==> src/rtl/port_seq_pkg.sv <==
// Shared constants for the AHB port sequencer: bus codes, register map,
// register bit positions and the sequencer state type.
package port_seq_pkg;

    localparam logic [1:0] HTRANS_IDLE   = 2'b00;
    localparam logic [1:0] HTRANS_BUSY   = 2'b01;
    localparam logic [1:0] HTRANS_NONSEQ = 2'b10;
    localparam logic [1:0] HTRANS_SEQ    = 2'b11;

    localparam logic [1:0] ADDR_DATA   = 2'd0;
    localparam logic [1:0] ADDR_PERIOD = 2'd1;
    localparam logic [1:0] ADDR_CTRL   = 2'd2;
    localparam logic [1:0] ADDR_STATUS = 2'd3;

    localparam int CTRL_EN_BIT     = 0;
    localparam int CTRL_FLUSH_BIT  = 1;
    localparam int CTRL_IRQ_EN_BIT = 2;

    localparam int STAT_LEVEL_MSB = 8;
    localparam int STAT_EMPTY_BIT = 16;
    localparam int STAT_FULL_BIT  = 17;
    localparam int STAT_OVF_BIT   = 18;

    typedef enum logic {IDLE, HOLD} state_t;

endpackage

==> src/rtl/seq_fifo.sv <==
// Synchronous first-word-fall-through FIFO holding the queued port values.
// Pointers carry one extra bit so full and empty are distinguishable.
module seq_fifo #(
    parameter int DEPTH = 8,
    parameter int WIDTH = 32
) (
    input  logic                     HCLK,
    input  logic                     HRESETn,
    input  logic                     push,
    input  logic                     pop,
    input  logic                     flush,
    input  logic [WIDTH-1:0]         wdata,
    output logic [WIDTH-1:0]         rdata,
    output logic [$clog2(DEPTH):0]   level,
    output logic                     empty,
    output logic                     full
);

    localparam int AW = $clog2(DEPTH);
    localparam logic [AW:0] FULL_LEVEL = DEPTH[AW:0];

    logic [WIDTH-1:0] mem [DEPTH];
    logic [AW:0]      wptr;
    logic [AW:0]      rptr;
    logic             do_push;
    logic             do_pop;

    // A push into a full FIFO is still accepted when a pop frees a slot.
    assign do_pop  = pop & ~empty;
    assign do_push = push & (~full | do_pop);

    assign level = wptr - rptr;
    assign empty = (level == '0);
    assign full  = (level == FULL_LEVEL);
    assign rdata = mem[rptr[AW-1:0]];

    always_ff @(posedge HCLK) begin
        if (!HRESETn || flush) begin
            wptr <= '0;
            rptr <= '0;
        end else begin
            if (do_push) wptr <= wptr + 1'b1;
            if (do_pop)  rptr <= rptr + 1'b1;
        end
    end

    // NOTE: storage has no reset; entries are only visible between rptr and wptr.
    always_ff @(posedge HCLK) begin
        if (do_push && !flush) mem[wptr[AW-1:0]] <= wdata;
    end

endmodule

==> src/rtl/ahb_port_sequencer.sv <==
// AHB-Lite slave that plays queued words onto oPort, one per PERIOD+1 cycles.
// Optional build macro PORT_SEQ_IRQ_EN adds the irq output and CTRL irq_en bit.
module ahb_port_sequencer
    import port_seq_pkg::*;
#(
    parameter int          DEPTH      = 8,
    parameter logic [31:0] PERIOD_RST = 32'd0
) (
    input  logic        HCLK,
    input  logic        HRESETn,
    input  logic [31:0] HADDR,
    input  logic [31:0] HWDATA,
    input  logic [2:0]  HSIZE,
    input  logic [1:0]  HTRANS,
    input  logic        HWRITE,
    input  logic        HREADY,
    input  logic        HSEL,
    output logic [31:0] HRDATA,
    output logic        HREADYOUT,
`ifdef PORT_SEQ_IRQ_EN
    output logic        irq,
`endif
    output logic [31:0] oPort,
    output logic        busy
);

    localparam int LW = $clog2(DEPTH) + 1;

    logic          write_en;
    logic          read_en;
    logic [1:0]    addr;
    logic          access;
    logic          wr_data, wr_period, wr_ctrl, wr_status;
    logic          push, pop, flush;
    logic [31:0]   period;
    logic [31:0]   cnt;
    logic          enable;
    logic          overflow;
    state_t        state;
    logic [31:0]   fifo_head;
    logic [LW-1:0] fifo_level;
    logic          fifo_empty;
    logic          fifo_full;
    logic [31:0]   rdata;
    logic          unused_ok;
`ifdef PORT_SEQ_IRQ_EN
    logic          irq_en;
`endif

    assign HREADYOUT = 1'b1;
    assign unused_ok = ^{HSIZE, HADDR[31:4], HADDR[1:0]};

    assign access = HREADY & HSEL & (HTRANS != HTRANS_IDLE);

    // NOTE: sequential state uses non-blocking assignments so every flop samples pre-edge values.
    always_ff @(posedge HCLK) begin
        if (!HRESETn) begin
            write_en <= 1'b0;
            read_en  <= 1'b0;
            addr     <= ADDR_DATA;
        end else begin
            write_en <= access & HWRITE;
            read_en  <= access & ~HWRITE;
            if (access) addr <= HADDR[3:2];
        end
    end

    assign wr_data   = write_en & (addr == ADDR_DATA);
    assign wr_period = write_en & (addr == ADDR_PERIOD);
    assign wr_ctrl   = write_en & (addr == ADDR_CTRL);
    assign wr_status = write_en & (addr == ADDR_STATUS);

    assign push  = wr_data;
    assign flush = wr_ctrl & HWDATA[CTRL_FLUSH_BIT];
    assign pop   = ~flush & enable & ~fifo_empty & ((state == IDLE) | (cnt == '0));

    seq_fifo #(
        .DEPTH (DEPTH),
        .WIDTH (32)
    ) u_fifo (
        .HCLK    (HCLK),
        .HRESETn (HRESETn),
        .push    (push),
        .pop     (pop),
        .flush   (flush),
        .wdata   (HWDATA),
        .rdata   (fifo_head),
        .level   (fifo_level),
        .empty   (fifo_empty),
        .full    (fifo_full)
    );

    always_ff @(posedge HCLK) begin
        if (!HRESETn) begin
            period   <= PERIOD_RST;
            enable   <= 1'b0;
            overflow <= 1'b0;
`ifdef PORT_SEQ_IRQ_EN
            irq_en   <= 1'b0;
`endif
        end else begin
            if (wr_period) period <= HWDATA;
            if (wr_ctrl) begin
                enable <= HWDATA[CTRL_EN_BIT];
`ifdef PORT_SEQ_IRQ_EN
                irq_en <= HWDATA[CTRL_IRQ_EN_BIT];
`endif
            end
            if (push && fifo_full && !pop) overflow <= 1'b1;
            else if (wr_status && HWDATA[STAT_OVF_BIT]) overflow <= 1'b0;
        end
    end

    // cnt counts down the remaining hold cycles; the head is popped when it reaches 0.
    always_ff @(posedge HCLK) begin
        if (!HRESETn) begin
            state <= IDLE;
            cnt   <= '0;
            oPort <= '0;
        end else if (flush) begin
            state <= IDLE;
        end else begin
            unique case (state)
                IDLE: begin
                    if (pop) begin
                        oPort <= fifo_head;
                        cnt   <= period;
                        state <= HOLD;
                    end
                end
                HOLD: begin
                    if (!enable) begin
                        state <= IDLE;
                    end else if (cnt != '0) begin
                        cnt <= cnt - 32'd1;
                    end else if (pop) begin
                        oPort <= fifo_head;
                        cnt   <= period;
                    end else begin
                        state <= IDLE;
                    end
                end
            endcase
        end
    end

    assign busy = (state == HOLD);

`ifdef PORT_SEQ_IRQ_EN
    always_ff @(posedge HCLK) begin
        if (!HRESETn) irq <= 1'b0;
        else          irq <= irq_en & (fifo_empty | overflow);
    end
`endif

    // NOTE: defaulting rdata first keeps this block free of inferred latches.
    always_comb begin
        rdata = '0;
        if (read_en) begin
            unique case (addr)
                ADDR_DATA:   rdata = oPort;
                ADDR_PERIOD: rdata = period;
                ADDR_CTRL: begin
                    rdata[CTRL_EN_BIT] = enable;
`ifdef PORT_SEQ_IRQ_EN
                    rdata[CTRL_IRQ_EN_BIT] = irq_en;
`endif
                end
                ADDR_STATUS: begin
                    rdata[STAT_LEVEL_MSB:0] = 9'(fifo_level);
                    rdata[STAT_EMPTY_BIT]   = fifo_empty;
                    rdata[STAT_FULL_BIT]    = fifo_full;
                    rdata[STAT_OVF_BIT]     = overflow;
                end
            endcase
        end
    end

    assign HRDATA = rdata;

endmodule

==> config.mk <==
export PLATFORM = sky130hd
export DESIGN_NAME = ahb_port_sequencer
export DESIGN_NICKNAME = d
export VERILOG_FILES = /design/src/rtl/port_seq_pkg.sv /design/src/rtl/seq_fifo.sv /design/src/rtl/ahb_port_sequencer.sv
export SDC_FILE = /design/constraint.sdc
export NUM_CORES = 1
export LEC_CHECK = 0
export CAP_MARGIN = 20
export CORE_UTILIZATION = 62
export CTS_CLUSTER_SIZE = 40
export DETAILED_ROUTE_END_ITERATION = 6
export GPL_TIMING_DRIVEN = 0
export PLACE_DENSITY_LB_ADDON = 0.08
export SLEW_MARGIN = 10
export SYNTH_ARGS = -nofsm -noshare
export SYNTH_HDL_FRONTEND = slang
export SYNTH_SLANG_ARGS = --single-unit
==> constraint.sdc <==
create_clock -name HCLK -period 16.2 [get_ports HCLK]
set_clock_uncertainty 0.05 [all_clocks]
set_input_delay 2.43 -clock HCLK [delete_from_list [all_inputs] [get_ports HCLK]]
set_output_delay 2.43 -clock HCLK [all_outputs]
set_load 0.1 [all_outputs]
-- After elaboration in Yosys (flattened, before gate mapping)
Memories as Yosys holds them, arrays and structs flattened. A register that Yosys moved wholly into a read port is not among the register bits.
Cells that the tools add are included.
- output and inout port bits: 66
- memories kept: 1
- bits in writable memories: 256
- input bits: 74
- bits in registers: 111
- memory list (name ; words ; bits a word ; read ports ; clocked after Yosys merged registers in ; wr ports ; RTL line ; RTL):
    u_fifo.mem ; 8 ; 32 ; 1 ; 1 ; 1 ; seq_fifo.sv:22 ; logic [WIDTH-1:0] mem [DEPTH];
- bitwise logic cells: 22
- reduce and logical (&&, ||, !) cells: 17
- muxes and demuxes: 24
- $add $sub $neg: 4
- eq/ne operators: 6
- operator list (cell ; count):
    32-bit two-way mux ; 7
    32-bit case mux with 2 select lines ; 2
    32-bit logical NOT ; 1
    32-bit nonzero test ; 1
    32-bit by 1-bit subtractor with 32-bit output (second input constant) ; 1
    13-bit case mux with 2 select lines ; 1
    8-bit case mux with 3 select lines ; 1
    1-bit bitwise AND ; 14
    7-bit case mux with 2 select lines ; 1
    3-bit case mux with 3 select lines ; 1
    4-bit by 1-bit adder with 4-bit output (second input constant) ; 2
    1-bit two-way mux ; 7
    3-bit two-way mux ; 2
    1-bit inverter ; 6
    2-bit == test (second input constant) ; 2
    4-bit == test (second input constant) ; 1
    1-bit logical AND ; 4
    4-bit logical NOT ; 1
    2-bit inequality test (second input constant) ; 2
    1-bit case mux with 4 select lines ; 1
    2-bit nonzero test ; 2
    4-bit subtractor ; 1
    1-bit logical NOT ; 3
    3-bit AND reduction ; 1
    other kinds (7) ; 8

-- Logic depth before layout (Yosys ltp)
- word-level depth: 13
- mapped depth: 14
- gate-level depth less buffers: 11

-- Cells and area by module
Synthesis repeated with hierarchy kept, for this count alone.
- cell total of the unflattened synthesis: 1125
- area, all modules: 15463.6 µm²
- modules (own cells, without submodules) (module ; area each (µm²) ; cells each ; instances):
    seq_fifo ; 10294.9 ; 454 ; 1
    ahb_port_sequencer ; 5168.7 ; 671 ; 1

-- Worst setup path before layout
Ideal clock, no wire load.
- path type: register to register
- start: register cnt[19]
- end: memory u_fifo.mem[2][0], enable pin
- clock period less this slack: 5.952 ns
- path buffers: 0
- required time: 15.637 ns
- cell stages (with the launch flop): 7
- path slack: 10.248 ns
- arrival: 5.389 ns
- path through: dfxtp_1 > or4_4 > or4_4 > nand4bb_4 > a21boi_2 > o21ai_0 > nor4b_1
- word-level cells in the longest chain between the ends: 9
- RTL lines (item ; RTL line ; RTL):
    from (decl) ; ahb_port_sequencer.sv:36 ; logic [31:0] cnt;
    from (signal assigned) ; ahb_port_sequencer.sv:127 ; cnt <= period;
    from (signal assigned) ; ahb_port_sequencer.sv:135 ; cnt <= cnt - 32'd1;
    from (signal assigned) ; ahb_port_sequencer.sv:138 ; cnt <= period;
    32-bit logical NOT ; ahb_port_sequencer.sv:75 ; assign pop = ~flush & enable & ~fifo_empty & ((state == IDLE) | (cnt == '0));
    1-bit OR ; ahb_port_sequencer.sv:75 ;
    1-bit bitwise AND ; ahb_port_sequencer.sv:75 ;
    1-bit bitwise AND ; seq_fifo.sv:29 ; assign do_pop = pop & ~empty;
    1-bit OR ; seq_fifo.sv:30 ; assign do_push = push & (~full | do_pop);
    1-bit bitwise AND ; seq_fifo.sv:30 ;
    1-bit logical AND ; seq_fifo.sv:49 ; if (do_push && !flush) mem[wptr[AW-1:0]] <= wdata;
    1-bit two-way mux ; seq_fifo.sv:49 ;
    1-bit two-way mux (not written as such) ; seq_fifo.sv:49 ;
    to (decl) ; seq_fifo.sv:22 ;
Every way passes these cells.

-- Worst setup path after layout
- start: register u_fifo.wptr[0]
- end: output port HRDATA[17]
- word-level cells in the longest chain between the ends: 4
- RTL lines (item ; RTL line ; RTL):
    from (decl) ; seq_fifo.sv:23 ; logic [AW:0] wptr;
    from (signal assigned) ; seq_fifo.sv:42 ; if (do_push) wptr <= wptr + 1'b1;
    4-bit subtractor ; seq_fifo.sv:32 ; assign level = wptr - rptr;
    4-bit == test ; seq_fifo.sv:34 ; assign full = (level == FULL_LEVEL);
    3-bit case mux with 3 select lines ; ahb_port_sequencer.sv:160 ; unique case (addr)
    32-bit two-way mux ; ahb_port_sequencer.sv:159 ; if (read_en) begin
    to (decl) ; ahb_port_sequencer.sv:18 ; output logic [31:0] HRDATA,
Every way passes these cells.

==> flow_metrics.env <==
export IMPL_rr_startpoint="u_fifo.wptr[0]"
export IMPL_post_drt_wl_per_cell_um=25.76
export IMPL_io_buffers=104
export IMPL_clockBufferDepth=3
export IMPL_critPathBufInv=4
export IMPL_min_path_type="flop to flop"
export IMPL_syn_area_mm2=0.01506
export IMPL_dpl_hpwl_mm=27.87
export IMPL_tightest_slew_ps=1011
export IMPL_setup_violations_final=0
export IMPL_clkPwrFrac_pct=45.7
export IMPL_place_ws_ps=9983
export IMPL_ant_nets=0
export IMPL_ios=140
export IMPL_clk_pin_slew_ps=60
export IMPL_crit_family="buffers and inverters"
export IMPL_die_w_um=157.9
export IMPL_drc=0
export IMPL_post_cts_setup_buffers=0
export IMPL_finalHoldViolations=0
export IMPL_path_class="flop to output port"
export IMPL_postCtsHoldBufs=0
export IMPL_clock_root_buffer="clkbuf_16"
export IMPL_final_area_mm2=0.01812
export IMPL_vias=10083
export IMPL_hold_end="period[1]"
export IMPL_slowest_stage="clkdlybuf4s50_1"
export IMPL_crit_chain="clkbuf_1 -> inv_1 -> ha_1 -> inv_1 -> fa_1 -> xnor2_1 -> nor3b_1 -> nand2b_1 -> o22ai_1 -> and2_1 -> clkdlybuf4s50_1"
export IMPL_coreArea_mm2=0.02361
export IMPL_synthArstFlopShare_pct=0
export IMPL_antenna_found_initial=0
export IMPL_slew_headroom_pct=32.41
export IMPL_synthToLayoutAreaGrowth_pct=20.35
export IMPL_totalWireLength_mm=41.09
export IMPL_yosysTopAreaCellShare_pct=51.04
export IMPL_synth_area_top_cells="edfxtp_1 (51%), dfxtp_1 (15%), mux4_2 (9.7%)"
export IMPL_netSwitchingFraction_pct=20.07
export IMPL_crit_path_frequent_cell="inv_1"
export IMPL_hold_path_depth=2
export IMPL_combPwrFrac_pct=2.2
export IMPL_synthCells=1066
export IMPL_grt_total_usage_pct=33.94
export IMPL_synth_ff_type="edfxtp_1"
export IMPL_pwr_share_seq_pct=52.1
export IMPL_drt_iter0_drc=945
export IMPL_nNetsFinal=1327
export IMPL_cap_violations=0
export IMPL_p_sw_w=0.0003902
export IMPL_gp_congestion=0.9828
export IMPL_drive_above_1_share_pct=14.97
export IMPL_cts_sinks=370
export IMPL_reg2reg_to="u_fifo.mem[1][13]"
export IMPL_drt_pre_antenna_iters=7
export IMPL_cts_tree="built"
export IMPL_required_ps=13720
export IMPL_p_int_w=0.001554
export IMPL_slew_violations=0
export IMPL_cpPeakStageDelay_ps=1120
export IMPL_synth_edf_count=256
export IMPL_grt_pass1_wl_mm=60.27
export IMPL_syn_num_nets=1147
export IMPL_cts_buffers=38
export IMPL_nFillCells=1464
export IMPL_setup_tns_ps=0
export IMPL_synth_area_per_cell_um2=14.13
export IMPL_ctsResizeCount=0
export IMPL_die_area_mm2=0.02492
export IMPL_vdd_drop_max_mv=0.1141
export IMPL_hp_start="period[1]"
export IMPL_diodes=0
export IMPL_viasPerCell=6.322
export IMPL_outcome="completed"
export IMPL_die_h_um=157.9
export IMPL_rows=56
export IMPL_cp_data_arrival_time_ps=4310
export IMPL_placed_area_mm2=0.01683
export IMPL_finalCritPeriodShare_pct=41.92
export IMPL_p_per_area_mw_per_mm2=107.2
export IMPL_critPathLaunchType="flop"
export IMPL_grt_overflow=0
export IMPL_ys_types=62
export IMPL_fin_hold_ws_ps=431.4
export IMPL_cp_max_fo=8
export IMPL_max_clock_freq_ghz=0.1473
export IMPL_leakagePower_nw=5.693
export IMPL_first_global_vias=9788
export IMPL_htree_num_levels=2
export IMPL_yosys_warnings=0
export IMPL_rr_worst_depth=13
export IMPL_fin_crit_ps=6790
export IMPL_seq_area_frac_synth_pct=66.20
export IMPL_start_util_pct=63.78
export IMPL_yosysTopAreaCell="edfxtp_1"
export IMPL_fin_ws_ps=9410
export IMPL_rsz0062_at_grt="no"
export IMPL_endpoint_kind="output port"
export IMPL_grt_max_degree=21
export IMPL_ys_ff_latch=370
export IMPL_insertion_delay_ps=530
export IMPL_r2r_slack_ps=11910
final cells by class:
| class | count | area (um^2) | area share [%] |
|---|---|---|---|
| sequential | 370 | 9970 | 55.00 |
| multi-input combinational | 615 | 4820 | 26.59 |
| timing repair buffer | 140 | 1343 | 7.407 |
| clock buffer | 44 | 1005 | 5.543 |
| tap | 319 | 399.1 | 2.202 |
| clock inverter | 26 | 271.5 | 1.498 |
| buffer | 68 | 269.0 | 1.484 |
| inverter | 13 | 48.80 | 0.2692 |
worst min-delay path: cells and delay by family (launching register included):
kind,cells,cell delay [ps]
AOI/OAI and AO/OA,1,50
DFF,1,320
and+or+nand+nor,1,60
cells by family (layout without fill, tap and decap cells):
group	Yosys count	in the layout	share of synthesized area (%)
DFF	370	370	66.20
and+or+nand+nor	295	295	9.047
AOI/OAI and AO/OA	173	173	7.419
muxes	131	131	14.11
buffers and inverters	81	291	2.110
xor gates and xnor gates	8	8	0.4653
adders and majority gates	7	7	0.6314
other	1	1	0.02490
metrics by stage:
step                util, %  power (W)  instances
floorplan                 -   0.001047       1066
global placement      69.88   0.001073       1489
detailed placement    71.29   0.001075       1524
CTS                   76.70   0.001950       1594
global route          76.76   0.001989       1595
finish                76.76   0.001944       1595
worst max path at each step:
stage	from	endpoint	slack, ps	depth (start not counted)
floorplan	cnt[19]	u_fifo.mem[2][0]	10250	6
global placement	cnt[19]	u_fifo.mem[2][13]	6460	6
detailed placement	u_fifo.wptr[0]	HRDATA[17]	9980	11
CTS	u_fifo.wptr[0]	HRDATA[17]	9420	11
global route	u_fifo.wptr[0]	HRDATA[17]	9200	11
finish	u_fifo.wptr[0]	HRDATA[17]	9410	11
cells in the mapped netlist, types with 4 or more instances:
cell type / number
xnor2_1: 5
inv_1: 12
edfxtp_1: 256
o221a_2: 4
or3_1: 4
and2_1: 10
o22ai_1: 7
dfxtp_1: 114
nand3_1: 9
ha_1: 6
o21ai_0: 27
mux2i_1: 66
nand2_1: 92
nor3_1: 20
o211ai_1: 5
o21a_1: 4
nand4_1: 7
mux4_2: 65
a21oi_1: 59
buf_2: 8
a211oi_1: 38
nor4_1: 14
or2_2: 4
nand3b_1: 4
buf_1: 14
clkbuf_1: 45
a31oi_1: 7
nor2_1: 112
power groups by stage:
stage	clock (W)	sequential [W]	combinational [W]
after floorplan	0	0.00103	0.0000151
after global placement	0	0.00103	0.0000408
after detailed placement	0	0.00103	0.0000424
after CTS	0.000895	0.00101	0.0000427
after global routing	0.000932	0.00101	0.0000453
final	0.000888	0.00101	0.0000434
routing by layer:
metal | share of wire [%] | vias up | GRT usage [%]
met4 | 2.7 | 0 | 11.60
met3 | 6.7 | 81 | 4.873
li1 | - | 4453 | -
met2 | 51 | 460 | 57.52
met5 | 0 | - | 0
met1 | 40 | 5089 | 45.17
state kept, by name (all words and copies together), names as in the netlist, named ones only:
register	count
write_en	1
addr	2
oPort	32
overflow	1
busy	1
u_fifo.wptr	4
u_fifo.rptr	4
period	32
cnt	32
u_fifo.mem	256
enable	1
read_en	1
cells in the final DEF (no fill, tap or decap), types with 39 or more instances in the layout:
cell type / synthesis / routed
clkbuf_16: 0 / 39
edfxtp_1: 256 / 256
nand2_1: 92 / 92
nor2_1: 112 / 111
clkbuf_1: 45 / 49
mux4_2: 65 / 65
mux2i_1: 66 / 66
clkdlybuf4s50_1: 0 / 104
a21oi_1: 59 / 59
dfxtp_1: 114 / 114
Note: power is estimated with default switching activity, not from simulation.
